===== src/rtl/sorter_pkg.sv =====
// rtl/sorter_pkg.sv - shared types and constants for the sorter front-end
package sorter_pkg;

  localparam int MAX_DATALENGTH = 32;
  localparam int NUM_QUADS      = MAX_DATALENGTH / 4;

  typedef struct packed {
    logic       channel_32;
    logic [1:0] channel_16;
    logic [3:0] channel_8;
    logic [7:0] channel_4;
  } channel_t;

  typedef struct packed {
    logic     sign_ctrl;
    channel_t ch;
  } ctrl_t;

  typedef enum logic [1:0] {SZ4, SZ8, SZ16, SZ32} job_size_e;

  typedef enum logic [1:0] {IDLE, COLLECT, ISSUE, BUSY} sched_state_e;

  // Number of quads a job of the given size occupies (also its alignment).
  function automatic int quads_of(job_size_e s);
    return 1 << s;
  endfunction

endpackage


===== src/rtl/sorter_slot_alloc.sv =====
// rtl/sorter_slot_alloc.sv - first-fit aligned quad allocator for one job
module sorter_slot_alloc
  import sorter_pkg::*;
(
  input  logic [NUM_QUADS-1:0] i_occ,
  input  job_size_e            i_size,
  output logic                 o_fit,
  output logic [2:0]           o_slot,
  output logic [NUM_QUADS-1:0] o_occ_next,
  output channel_t             o_ch_set
);

  logic [NUM_QUADS-1:0] w_base;
  logic [NUM_QUADS-1:0] w_blk;

  always_comb begin
    w_base   = NUM_QUADS'((1 << quads_of(i_size)) - 1);
    o_fit    = 1'b0;
    o_slot   = 3'd0;
    w_blk    = '0;
    o_ch_set = '0;
    // Descending scan so the lowest free aligned index is the one that sticks.
    for (int q = NUM_QUADS - 1; q >= 0; q--) begin
      if (((q % quads_of(i_size)) == 0) && ((i_occ & (w_base << q)) == '0)) begin
        o_fit  = 1'b1;
        o_slot = 3'(q);
        w_blk  = w_base << q;
      end
    end
    o_occ_next = i_occ | w_blk;
    if (o_fit) begin
      case (i_size)
        SZ4:     o_ch_set.channel_4  = 8'b1 << o_slot;
        SZ8:     o_ch_set.channel_8  = 4'b1 << o_slot[2:1];
        SZ16:    o_ch_set.channel_16 = 2'b1 << o_slot[2];
        default: o_ch_set.channel_32 = 1'b1;
      endcase
    end
  end

endmodule


===== src/rtl/sorter_batch_scheduler.sv =====
// rtl/sorter_batch_scheduler.sv - packs sort jobs into quad slots and times one sorter batch
module sorter_batch_scheduler
  import sorter_pkg::*;
#(
  parameter int SORT_LATENCY  = 5,
  parameter int BATCH_TIMEOUT = 8
) (
  input  logic       clk_i,
  input  logic       rst_i,
  input  logic       req_valid_i,
  output logic       req_ready_o,
  input  logic [1:0] req_size_i,
  input  logic       req_sign_i,
  output logic [2:0] req_slot_o,
  input  logic       flush_i,
  output logic       sort_start_o,
  output ctrl_t      sort_ctrl_o,
  output logic       done_valid_o,
  output channel_t   done_channel_o,
  output logic       done_sign_o,
  output logic       idle_o
);

  localparam int TW = (BATCH_TIMEOUT > 1) ? $clog2(BATCH_TIMEOUT) : 1;
  localparam int LW = $clog2(SORT_LATENCY + 1);
  localparam logic [TW-1:0] TIMER_LAST = TW'(BATCH_TIMEOUT - 1);
  localparam logic [LW-1:0] LAT_INIT   = LW'(SORT_LATENCY);

  sched_state_e         r_state;
  sched_state_e         w_state_next;
  logic [NUM_QUADS-1:0] r_occ;
  logic [TW-1:0]        r_timer;
  logic [LW-1:0]        r_lat;
  ctrl_t                r_ctrl;

  logic                 w_fit;
  logic [2:0]           w_slot;
  logic [NUM_QUADS-1:0] w_occ_next;
  channel_t             w_ch_set;
  logic                 w_ready;
  logic                 w_hs;
  logic                 w_close;
  logic                 w_done;

  sorter_slot_alloc u_alloc (
    .i_occ      (r_occ),
    .i_size     (job_size_e'(req_size_i)),
    .o_fit      (w_fit),
    .o_slot     (w_slot),
    .o_occ_next (w_occ_next),
    .o_ch_set   (w_ch_set)
  );

  always_comb begin
    w_ready = 1'b0;
    case (r_state)
      IDLE:    w_ready = 1'b1;
      COLLECT: w_ready = w_fit && (req_sign_i == r_ctrl.sign_ctrl) && !(&r_occ);
      default: w_ready = 1'b0;
    endcase
  end

  assign req_ready_o = w_ready && !rst_i;
  assign w_hs        = req_valid_i && req_ready_o;
  assign w_done      = (r_state == BUSY) && (r_lat == LW'(1));

  always_comb begin
    w_state_next = r_state;
    w_close      = 1'b0;
    case (r_state)
      IDLE: begin
        if (w_hs) w_state_next = COLLECT;
      end
      COLLECT: begin
        // A refused request closes the batch so it can be served by the next one.
        w_close = (w_hs && (&w_occ_next)) || (r_timer == TIMER_LAST) ||
                  flush_i || (req_valid_i && !w_ready);
        if (w_close) w_state_next = ISSUE;
      end
      ISSUE: w_state_next = BUSY;
      BUSY: begin
        if (w_done) w_state_next = IDLE;
      end
      default: w_state_next = IDLE;
    endcase
  end

  always_ff @(posedge clk_i) begin
    if (rst_i) begin
      r_state <= IDLE;
      r_occ   <= '0;
      r_timer <= '0;
      r_lat   <= '0;
      r_ctrl  <= '0;
    end else begin
      r_state <= w_state_next;
      case (r_state)
        IDLE: begin
          if (w_hs) begin
            r_occ            <= w_occ_next;
            r_ctrl.sign_ctrl <= req_sign_i;
            r_ctrl.ch        <= w_ch_set;
            r_timer          <= '0;
          end
        end
        COLLECT: begin
          r_timer <= r_timer + TW'(1);
          if (w_hs) begin
            r_occ     <= w_occ_next;
            r_ctrl.ch <= r_ctrl.ch | w_ch_set;
          end
        end
        ISSUE: r_lat <= LAT_INIT;
        BUSY: begin
          r_lat <= r_lat - LW'(1);
          if (w_done) begin
            r_occ  <= '0;
            r_ctrl <= '0;
          end
        end
        default: r_lat <= '0;
      endcase
    end
  end

  assign req_slot_o     = w_slot;
  assign sort_start_o   = (r_state == ISSUE);
  assign sort_ctrl_o    = r_ctrl;
  assign done_valid_o   = w_done;
  assign done_channel_o = w_done ? r_ctrl.ch : '0;
  assign done_sign_o    = w_done && r_ctrl.sign_ctrl;
  assign idle_o         = (r_state == IDLE);

endmodule


===== config.mk =====
export PLATFORM = sky130hd
export DESIGN_NAME = sorter_batch_scheduler
export DESIGN_NICKNAME = d
export VERILOG_FILES = /design/src/rtl/sorter_pkg.sv /design/src/rtl/sorter_slot_alloc.sv /design/src/rtl/sorter_batch_scheduler.sv
export SDC_FILE = /design/constraint.sdc
export NUM_CORES = 1
export LEC_CHECK = 0
export ABC_AREA = 1
export BUFFER_PORTS_ARGS = -buffer_cell sky130_fd_sc_hd__buf_2
export CELL_PAD_IN_SITES_DETAIL_PLACEMENT = 0
export CELL_PAD_IN_SITES_GLOBAL_PLACEMENT = 1
export CORE_MARGIN = 8
export CORE_UTILIZATION = 40
export DETAILED_ROUTE_END_ITERATION = 12
export GPL_ROUTABILITY_DRIVEN = 0
export PLACE_DENSITY_LB_ADDON = 0.1
export SYNTH_ARGS = -nofsm -noshare
export SYNTH_HDL_FRONTEND = slang
export SYNTH_SLANG_ARGS = --single-unit

===== constraint.sdc =====
create_clock -name clk_i -period 16.6 [get_ports clk_i]
set_input_delay 2.49 -clock clk_i [delete_from_list [all_inputs] [get_ports clk_i]]
set_output_delay 2.49 -clock clk_i [all_outputs]
set_load 0.005 [all_outputs]

Yosys cells after proc, flatten, opt, wreduce, memory -nomap -nowiden. Index checks and enable logic that the tools add are counted.

Bits in registers: 32. Bits of input ports: 7.

Shift operators: 5. $add $sub $neg: 3. Reduce and logical (&&, ||, !) cells: 54. Bitwise gates (word level): 10. Div/mod/pow operators: 8. Multiplexer cells: 46. Eq/ne operators: 13.

Operators by type and width (count): 32-bit zero test (8); 4-bit by 32-bit modulo with 32-bit output, first input constant (4); 8-bit two-way mux (11); 8-bit AND (8); 8-bit zero test (8); 3-bit by 32-bit modulo with 32-bit output, first input constant (2); 15-bit two-way mux (3); 15-bit one-hot mux with 3 select lines (1); 1-bit by 32-bit modulo with 32-bit output, first input constant (1); 2-bit by 32-bit modulo with 32-bit output, first input constant (1); 16-bit two-way mux (2); 1-bit by 2-bit << shifter with 32-bit output, first input constant (1); 1-bit by 32-bit << shifter with 8-bit output, first input constant (1); 3-bit two-way mux (9); 1-bit logical AND (16); 8-bit one-hot mux with 2 select lines (1); 8-bit AND reduction (2); 15-bit OR (1); 3-bit one-hot mux with 2 select lines (2); 1-bit two-way mux (9); 3-bit AND reduction (3); 2-bit two-way mux (4); 8-bit OR (1); 2-bit one-hot mux with 4 select lines (1); other kinds (24) (39).

Logic depth before layout (Yosys ltp). Gate-level depths: netlist of run 1.

Depth in word-level cells: 25. Depth in mapped cells: 131. Mapped depth without buffers: 124.

Modules after synthesis. Synthesis of run 1 repeated with hierarchy kept, for this count alone.

Cells, all modules: 1546. Area total of the unflattened synthesis: 8469.4 sq um.

Modules (own cells, without submodules): sorter_slot_alloc (cells an instance 1254, area each 6530.0 sq um, sequential area each 0.0 sq um, times used 1); sorter_batch_scheduler (cells an instance 292, area each 1939.4 sq um, sequential area each 640.6 sq um, times used 1).

Worst setup path after synthesis of run 1. Ideal clock, no wire load.

Path type: input to output. From: input port req_size_i[0]. To: output port req_slot_o[2]. Buffers on the path: 10. Stages: 109. Arrival time: 14.180 ns. Path slack: -0.070 ns. Required time: 14.110 ns. Path through: inv_1 > ha_1 > buf_6 > clkbuf_8 > inv_1 > clkbuf_1 > clkbuf_1 > ha_1 > buf_6 > nand3_1 > nand3_1 > a21oi_2 > nand3_2 > nand3_4 > inv_2 > nor2_2 > nor2_1 > nor2_4 > [73 not listed] > or2_1 > inv_1 > nand3_2 > nand2_1 > nand3_2 > nor2_2 > nand3_2 > nand2_1 > nand2_1 > nand4_2 > nand2_1 > nand2_1 > nand2_2 > nor2_4 > nand3_2 > buf_6 > nand4_2 > inv_2.

Longest elaborated chain between the ends: 14. Elaborated cells on any way between the ends: 51. Classes of those cells: add/sub (1); div (8); shift (2); mux (8); bitwise (8); reduce/logical (24).

RTL lines: start, declared (RTL line sorter_batch_scheduler.sv:12) `input logic [1:0] req_size_i,`; 1-bit by 2-bit << shifter with 32-bit output (*) (RTL line sorter_pkg.sv:25) `return 1 << s;`; parallel branches: the longest is 12 deep, another holds 4-bit by 32-bit modulo with 32-bit output; 3-bit two-way mux (*) (RTL line sorter_slot_alloc.sv:24) `if (((q % quads_of(i_size)) == 0) && ((i_occ & (w_base << q)) == '0)) begin`; end, declared (RTL line sorter_batch_scheduler.sv:14) `output logic [2:0] req_slot_o,`.

Every way passes the cells marked *.

Worst setup path in the final report of run 1.
From: input port req_size_i[1]. To: output port req_slot_o[2].

The elaborated chain is that of the path after synthesis.

==> results_dict.tcl, run 1 <==
set metrics [dict create \
    status "finished with violations" \
    violations "negative setup slack" \
    ys_dominant_reg_cell "dfxtp_1" \
    dr_total_vias 10800 \
    crit_top_cell "buf_4" \
    slowest_stage "a21oi_4" \
    crit_fanout 8 \
    synth_seq_area_share_pct 7.28 \
    wl_met2_um 15800 \
    power_density_nw_per_um2 82.2 \
    path_clk_slew_ns 0.05 \
    synth_area_leader_cell "nand2_1" \
    grt_pass1_wl_um 50900 \
    fin_area_um2 12000 \
    cts_tree "yes" \
    synth_fp_nets 1536 \
    cts_hold_buf 0 \
    num_rows 54 \
    avgSynthCellArea_um2 5.85 \
    setup_tns_ns -0.777 \
    vdd_ir_drop_max_uv 105 \
    start_util_pct 40.6 \
    coreArea_um2 21700 \
    clock_skew_ns 0.00270 \
    synth_seq_cells 32 \
    ys_warn_count 0 \
    die_h_um 164 \
    hold_path.class "flop to flop" \
    dp_slack_ns -0.642 \
    mostFrequentLayoutCells "nand2_1, buf_4, inv_1, nor2_1, nand3_1" \
    synthCells 1504 \
    wirelength_um 32600 \
    async_flop_share_pct 0 \
    netlist.area_leader.share_pct 14.9 \
    finalCriticalPeriod_ns 16.82 \
    syn2layout_area_growth_pct 36.4 \
    netlist_area_um2 8800 \
    drc 0 \
    top_layer "met4" \
    layout.nets 1792 \
    root_buffer "clkbuf_16" \
    track_usage_pct 22.7 \
    layout_setup_ws_ns -0.217 \
    ctsLongestPathBuffers 2 \
    fmax_mhz 59.5 \
    synth_edf_count 0 \
    ios 46 \
    grt_pass1_vias 10300 \
    wire_per_inst_um 16.0 \
    max_slew_margin_pct 48.8 \
    h-tree-depth 2 \
    final_core_util_pct 55.3 \
    ys_top_cells_by_area "nand2_1, inv_1, dfxtp_1" \
    slew_viol_final 0 \
    critPathLaunchType "primary input" \
    crit_required_ns 14.11 \
    firstDrtPassIters 7 \
    slowest_delay_ns 0.26 \
    wl_met3_um 1350 \
    antenna_found_initial 0 \
    dpl_cell_area_um2 10100 \
    worstPathArrival_ns 14.33 \
    dpl.hpwl_um 24200 \
    via_per_inst 5.30 \
    hold_violations 0 \
    io_buffers 45 \
    wl_met1_um 14700 \
    setup_viol 4 \
    final_common_cell "nand2_1" \
    hold_slack_ns 0.461 \
    grt_max_degree 30 \
    leakage_nw 5.78 \
    die_area_um2 27000 \
    clock_sinks 32 \
    cp-end-kind "primary output" \
    ant_nets 0 \
    cts_inserted_buffers 5 \
    rsz0062_at_grt "yes" \
    period_share_pct 101 \
    dr.first_iter.drc_count 829 \
    drv_cap 0 \
    clk_latency_ns 0.27 \
    overflow 0 \
    final_layout_size_suffix_gt1_share_pct 37.6 \
    ys_types 68 \
    diodes 0 \
    die_x_um 164 \
    worst_slew_pin_slew_ns 0.769 \
    critPathKind "primary input to primary output" \
]
[cells in the mapped netlist, types with 3 or more instances]
library cell / instances
nor2_2: 25
inv_2: 24
nor4_1: 3
clkbuf_8: 15
inv_1: 205
nand2_1: 349
o21bai_1: 3
nand2_2: 57
nor3_1: 36
buf_8: 3
nand3b_1: 4
clkinv_1: 5
o31ai_1: 8
nand3_1: 118
inv_6: 3
nand4_1: 46
clkbuf_1: 9
nor2_4: 20
nor2_1: 157
xnor2_1: 9
xor2_1: 15
nand2_4: 22
ha_1: 25
a211oi_1: 6
buf_4: 5
or2_2: 3
nand4_4: 5
o21ai_2: 16
a21oi_2: 13
o211ai_1: 8
buf_6: 9
nand3_4: 5
o22ai_1: 8
nand3_2: 36
nand4_2: 9
dfxtp_1: 32
o21ai_1: 20
a21oi_1: 59
a31oi_1: 7
o21ai_0: 66
[power breakdown]
group	switching, mW	internal [mW]	leakage [nW]
clock	0.0326	0.0705	0.0808
combinational	0.481	0.284	5.43
sequential	0.0197	0.0989	0.261
[sequential cells by signal (all words and copies together), names as in the netlist]
register / cells
r_timer: 3
r_state: 2
sort_ctrl_o: 16
r_lat: 3
r_occ: 8
[kinds of logic (layout without fill, tap and decap cells)]
logic type / count (synthesis) / after routing / share of synthesized area [%]
flops: 32 / 32 / 7.28
compound gates: 235 / 235 / 16.6
xor+xnor: 24 / 24 / 2.39
buf+inv: 285 / 538 / 15.9
simple gates: 903 / 907 / 54.3
fa+ha+maj: 25 / 25 / 3.56
[repair_timing]
action                     in CTS  in global routing
pin swaps                      27                122
setup endpoints to repair       4                  4
setup buffers                  40                 51
cloned                          4                  0
gates resized for setup        56                186
[layout make-up]
| class | count | area, um^2 |
|---|---|---|
| Fill cell | 2194 | 9690 |
| Multi-Input combinational cell | 1191 | 7700 |
| Timing Repair Buffer | 289 | 2160 |
| Inverter | 241 | 985 |
| Sequential cell | 32 | 641 |
| Tap cell | 280 | 350 |
| Clock buffer | 6 | 129 |
| Clock inverter | 2 | 35.0 |
[per-layer routing]
layer | vias to the layer above | track usage, %
li1 | 5462 | -
met1 | 4971 | 29.5
met2 | 314 | 39.9
met3 | 72 | 1.45
met4 | 0 | 5.95
met5 | - | 0
[per-stage QoR]
stage	cells	total power, mW
after floorplan	1504	0.613
after global placement	1938	0.794
after detailed placement	1938	0.791
after CTS	1990	0.921
after global routing	2041	1.07
final	2041	0.986
[path summary, 6_finish.rpt]
check / start / to / slack (ns) / depth (start not counted)
worst max-delay path: req_size_i[1] / req_slot_o[2] / -0.22 / 96
worst min-delay path: r_timer[0] / r_timer[0] / 0.46 / 1
worst min register to register: r_timer[0] / r_timer[0] / 0.46 / 1
worst max register to register: r_occ[5] / r_occ[5] / 13.10 / 15
[worst max-delay path, delay by kind of cell]
family	cells	cell delay [ns]
AOI/OAI and AO/OA	6	1.18
buffers and inverters	30	3.62
adders and majority gates	2	0.40
and+or+nand+nor	58	6.63
(Power assumes the default switching activity.)
==> run 2, diff against run 1 <==
CORE_UTILIZATION = 25   (was 40)
==> run 2 against run 1 <==
The flow still finishes with violations (negative setup slack). Design area up 12%. Die area up 54%. Sequential cell count unchanged. Routed wire length up 11%. Core utilization down 17 points. Power up 7.5%. Sequential share of layout area down 0.55 points. Cell count up 16%. Clock-buffer cell count unchanged. Via count up 2.9%. Highest routed layer unchanged.
==> results_dict.tcl, run 2 (same netlist as run 1, synthesis figures left out) <==
set metrics [dict create \
    slowest_delay_ns 0.25 \
    violations "negative setup slack" \
    crit_fanout 8 \
    crit_required_ns 14.11 \
    firstDrtPassIters 5 \
    nFillCells 3799 \
    ant_nets 0 \
    clock_skew_ns 0.00743 \
    vdd_ir_drop_max_uv 68.9 \
    critPathLaunchType "primary input" \
    io_buffers 45 \
    wire_per_inst_um 15.2 \
    r2r_slack_ns 12.97 \
    multi_input_area_um2 7630 \
    finalCriticalPeriod_ns 16.64 \
    grt_pass1_vias 11000 \
    cp-end-kind "primary output" \
    ios 46 \
    slowest_stage "a21oi_4" \
    mostFrequentLayoutCells "buf_4, nand2_1, inv_1, nor2_1, nand3_1" \
    r2r_start "r_occ[7]" \
    fmax_mhz 60.1 \
    num_rows 68 \
    dpl.hpwl_um 28600 \
    crit_top_cell "nand2_2" \
    via_per_inst 4.69 \
    final_layout_size_suffix_gt1_share_pct 42.9 \
    wirelength_um 36000 \
    grt_pass1_wl_um 58300 \
    final-seq-area_um2 641 \
    rsz0062_at_grt "yes" \
    power_density_nw_per_um2 79.2 \
    dp_slack_ns -0.517 \
    leakage_nw 6.54 \
    largest_reg_flops 16 \
    dr.first_iter.drc_count 660 \
    reg2reg_depth 15 \
    die_x_um 204 \
    r2r-end "r_occ[7]" \
    hold_violations 0 \
    worst_slew_pin_slew_ns 0.884 \
    status "finished with violations" \
    layout_setup_ws_ns -0.0426 \
    ctsLongestPathBuffers 2 \
    path_buf_inv 14 \
    overflow 0 \
    start_util_pct 25.4 \
    critPathKind "primary input to primary output" \
    cts_inserted_buffers 5 \
    dr_total_vias 11100 \
    worstPathArrival_ns 14.15 \
    coreArea_um2 34600 \
    whs_path_depth 2 \
    hold_path.class "flop to flop" \
    final_common_cell "buf_4" \
    drv_cap 0 \
    power_mw 1.06 \
    cp_top_family "simple AND/OR/NAND/NOR gates" \
    grt_max_degree 32 \
    die_area_um2 41500 \
    path_clk_slew_ns 0.06 \
    worst-path-stages 106 \
    clk_latency_ns 0.27 \
    setup_viol 3 \
    cts_hold_buf 0 \
    h-tree-depth 2 \
    die_h_um 204 \
    diodes 0 \
    layout.nets 1948 \
    track_usage_pct 16.9 \
    hp-start "r_timer[1]" \
    cts_tree "yes" \
    max_slew_margin_pct 40.6 \
    drc 0 \
    slew_viol_final 0 \
    root_buffer "clkbuf_16" \
    period_share_pct 100 \
    antenna_found_initial 0 \
    clock_sinks 32 \
    min_to "r_timer[1]" \
    syn2layout_area_growth_pct 52.2 \
]
## run 2: worst min-delay path, stage by stage, from the launching register on
cell     delay [ns]
dfxtp_1        0.31
nand2_1        0.06
a21oi_1        0.05
## run 2: stage by stage
stage | setup TNS (ns) | hold slack (ns) | utilization, % | std cells | cell area, um^2
3_5_place_dp | -2.03 | 0.456 | 33.4 | 2278 | 11600
3_3_place_gp | -2.07 | 0.455 | 33.4 | 2278 | 11600
4_1_cts | -0.0604 | 0.466 | 36.4 | 2341 | 12600
2_1_floorplan | 0 | 0.434 | - | 1504 | 8800
6_report | -0.0788 | 0.464 | 38.7 | 2372 | 13400
5_1_grt | -4.34 | 0.488 | 38.7 | 2372 | 13400
## run 2: worst max-delay path by stage
stage	start	endpoint	slack (ns)
floorplan	req_size_i[0]	req_slot_o[2]	0.04
global placement	req_size_i[1]	req_ready_o	-0.53
detailed placement	req_size_i[1]	req_slot_o[0]	-0.52
CTS	req_size_i[0]	req_ready_o	-0.04
global route	req_size_i[1]	req_ready_o	-1.16
finish	req_size_i[1]	req_ready_o	-0.04
## run 2: area by class of cell
cell class / instances / share of cell area [%]
Clock buffer: 6 / 0.963
Timing Repair Buffer: 446 / 25.3
Clock inverter: 2 / 0.262
Inverter: 241 / 7.44
Sequential cell: 32 / 4.79
Tap cell: 455 / 4.25
Multi-Input combinational cell: 1190 / 57.0
## run 2: per-layer routing
layer	up-vias	track usage, %	wire, um
met5	-	0	0
met4	0	2.15	311
met3	19	0.857	674
met2	145	29.5	17500
met1	5198	23.2	17600
li1	5768	-	-
## run 2: where the power goes
group          internal [mW]  leakage (nW)  switching (mW)
clock network         0.0706        0.0808          0.0345
logic                  0.339          6.20           0.497
registers             0.0988         0.261          0.0201
## run 2: timing repair
item	in CTS	in global routing
setup endpoints to repair	4	4
resized for setup	103	137
cloned	3	0
pin swaps	44	100
setup buffers	52	33
==> run 3, diff against run 2 <==
CORE_UTILIZATION = 40   (was 25)
clock period = 21.3 ns   (was 16.6 ns; I/O delays follow)
==> run 3 against run 2 <==
The flow now finishes without violations. Clock skew down 0.0043 ns. Global-route usage up 4.0 points. Register-to-register slack improved by 4.9 ns. Combinational power shrank 41%. Non-clock buffer count fell by 377. Critical endpoint unchanged. Critical path type unchanged.
==> results_dict.tcl, run 3 (same netlist as run 1, synthesis figures left out) <==
set metrics [dict create \
    track_usage_pct 21.0 \
    worstSetupEndpoint "req_ready_o" \
    overflow 0 \
    root_buffer "clkbuf_16" \
    r2r_slack_ns 17.89 \
    slowest_delay_ns 0.34 \
    crit_fanout 14 \
    crit_top_cell "nand2_1" \
    slowest_stage "ha_1" \
    dr.first_iter.drc_count 842 \
    period_share_pct 94.1 \
    cts_inserted_buffers 5 \
    hold_violations 0 \
    setup_tns_ns 0 \
    critPathKind "primary input to primary output" \
    setup_viol 0 \
    reg2reg_depth 15 \
    wire_per_inst_um 15.9 \
    num_rows 54 \
    drv_cap 0 \
    clock_skew_ns 0.00314 \
    firstDrtPassIters 5 \
    ctsLongestPathBuffers 2 \
    max_slew_margin_pct 28.2 \
    wirelength_um 28900 \
    grt_pass1_vias 9183 \
    fin_cells 1817 \
    syn2layout_area_growth_pct 6.19 \
    final_common_cell "nand2_1" \
    dp_cells 1802 \
    worstPathArrival_ns 16.84 \
    fmax_mhz 49.9 \
    clock_sinks 32 \
    vdd_ir_drop_max_uv 73.7 \
    cts_tree "yes" \
    coreArea_um2 21700 \
    power_density_nw_per_um2 70.0 \
    die_x_um 164 \
    final_layout_size_suffix_gt1_share_pct 21.5 \
    layout.nets 1568 \
    clk_latency_ns 0.28 \
    critPathLaunch "req_size_i[0]" \
    finalCriticalPeriod_ns 20.03 \
    dpl.hpwl_um 23000 \
    power_mw 0.654 \
    leakage_nw 4.53 \
    start_util_pct 40.6 \
    grt_max_degree 48 \
    status "finished, final reports clean" \
    path_clk_slew_ns 0.05 \
    worst_slew_pin_slew_ns 1.08 \
    largest_reg_flops 16 \
    cp-end-kind "primary output" \
    r2r_start "r_occ[7]" \
    hold_path.class "flop to flop" \
    slew_viol_final 0 \
    grt_pass1_wl_um 46800 \
    cts_hold_buf 0 \
    r2r-end "r_occ[5]" \
    final_core_util_pct 43.1 \
    diodes 0 \
    antenna_found_initial 0 \
    ios 46 \
    via_per_inst 5.35 \
    drc 0 \
    h-tree-depth 2 \
    critPathLaunchType "primary input" \
    die_h_um 164 \
    crit_required_ns 18.11 \
    die_area_um2 27000 \
    mostFrequentLayoutCells "nand2_1, inv_1, nor2_1, nand3_1, o21ai_0" \
    ant_nets 0 \
    io_buffers 45 \
    dr_total_vias 9715 \
]
## run 3: cell types whose count changed in the layout (fill, tap and decap cells not counted), sizes merged
cell / change
inv: -4
clkinvlp: +2
buf: -377
bufinv: -1
nand2: -1
nand3: -2
clkinv: +2
clkbuf: +1
## run 3: worst min path at each step
| stage | slack, ns | depth (start not counted) | endpoint | from |
|---|---|---|---|---|
| floorplan | 0.43 | 1 | r_timer[0] | r_timer[0] |
| global placement | 0.45 | 2 | r_timer[2] | r_timer[2] |
| detailed placement | 0.46 | 2 | r_timer[1] | r_timer[1] |
| CTS | 0.47 | 2 | r_timer[1] | r_timer[1] |
| global route | 0.49 | 2 | r_timer[1] | r_timer[1] |
| finish | 0.46 | 2 | r_timer[2] | r_timer[2] |
## run 3: cell type report
| type | count | area [um^2] |
|---|---|---|
| tap | 280 | 350 |
| clock inverter | 1 | 7.51 |
| inverter | 241 | 956 |
| sequential | 32 | 641 |
| fill | 2371 | 12300 |
| multi-input combinational | 1187 | 6830 |
| timing repair buffer | 69 | 419 |
| clock buffer | 7 | 143 |
## run 3: stage by stage
step	setup slack [ns]	cell area [um^2]	hold WS (ns)
after floorplan	3.22	8800	0.434
after global placement	1.03	9060	0.453
after detailed placement	0.873	9060	0.458
after CTS	0.837	9210	0.465
after global routing	-0.0131	9340	0.486
final	1.27	9340	0.463
## run 3: what timing repair did
action	4_1_cts	5_1_grt
setup endpoints to repair	0	4
buffers inserted	0	7
gates resized for setup	0	13
## run 3: layer usage
layer	up-vias	share of wire, %	GRT usage (%)
li1	4999	-	-
met1	4435	47	27.8
met2	241	48	36.3
met3	40	3.9	1.68
met4	0	1.6	4.55
met5	-	0	0
## run 3: report_power, final
part | switching, mW | internal, mW | leakage, nW
clock network | 0.0262 | 0.0465 | 0.0701
registers | 0.0149 | 0.0770 | 0.261
logic | 0.333 | 0.156 | 4.20
total | 0.374 | 0.280 | 4.53
## run 3: worst max-delay path, delay by kind of cell
family	cells	cell delay [ns]
buffers and inverters	14	1.94
AO/OA/AOI/OAI	6	1.08
adder cells (fa/ha/maj)	2	0.56
AND/OR/NAND/NOR	82	9.98
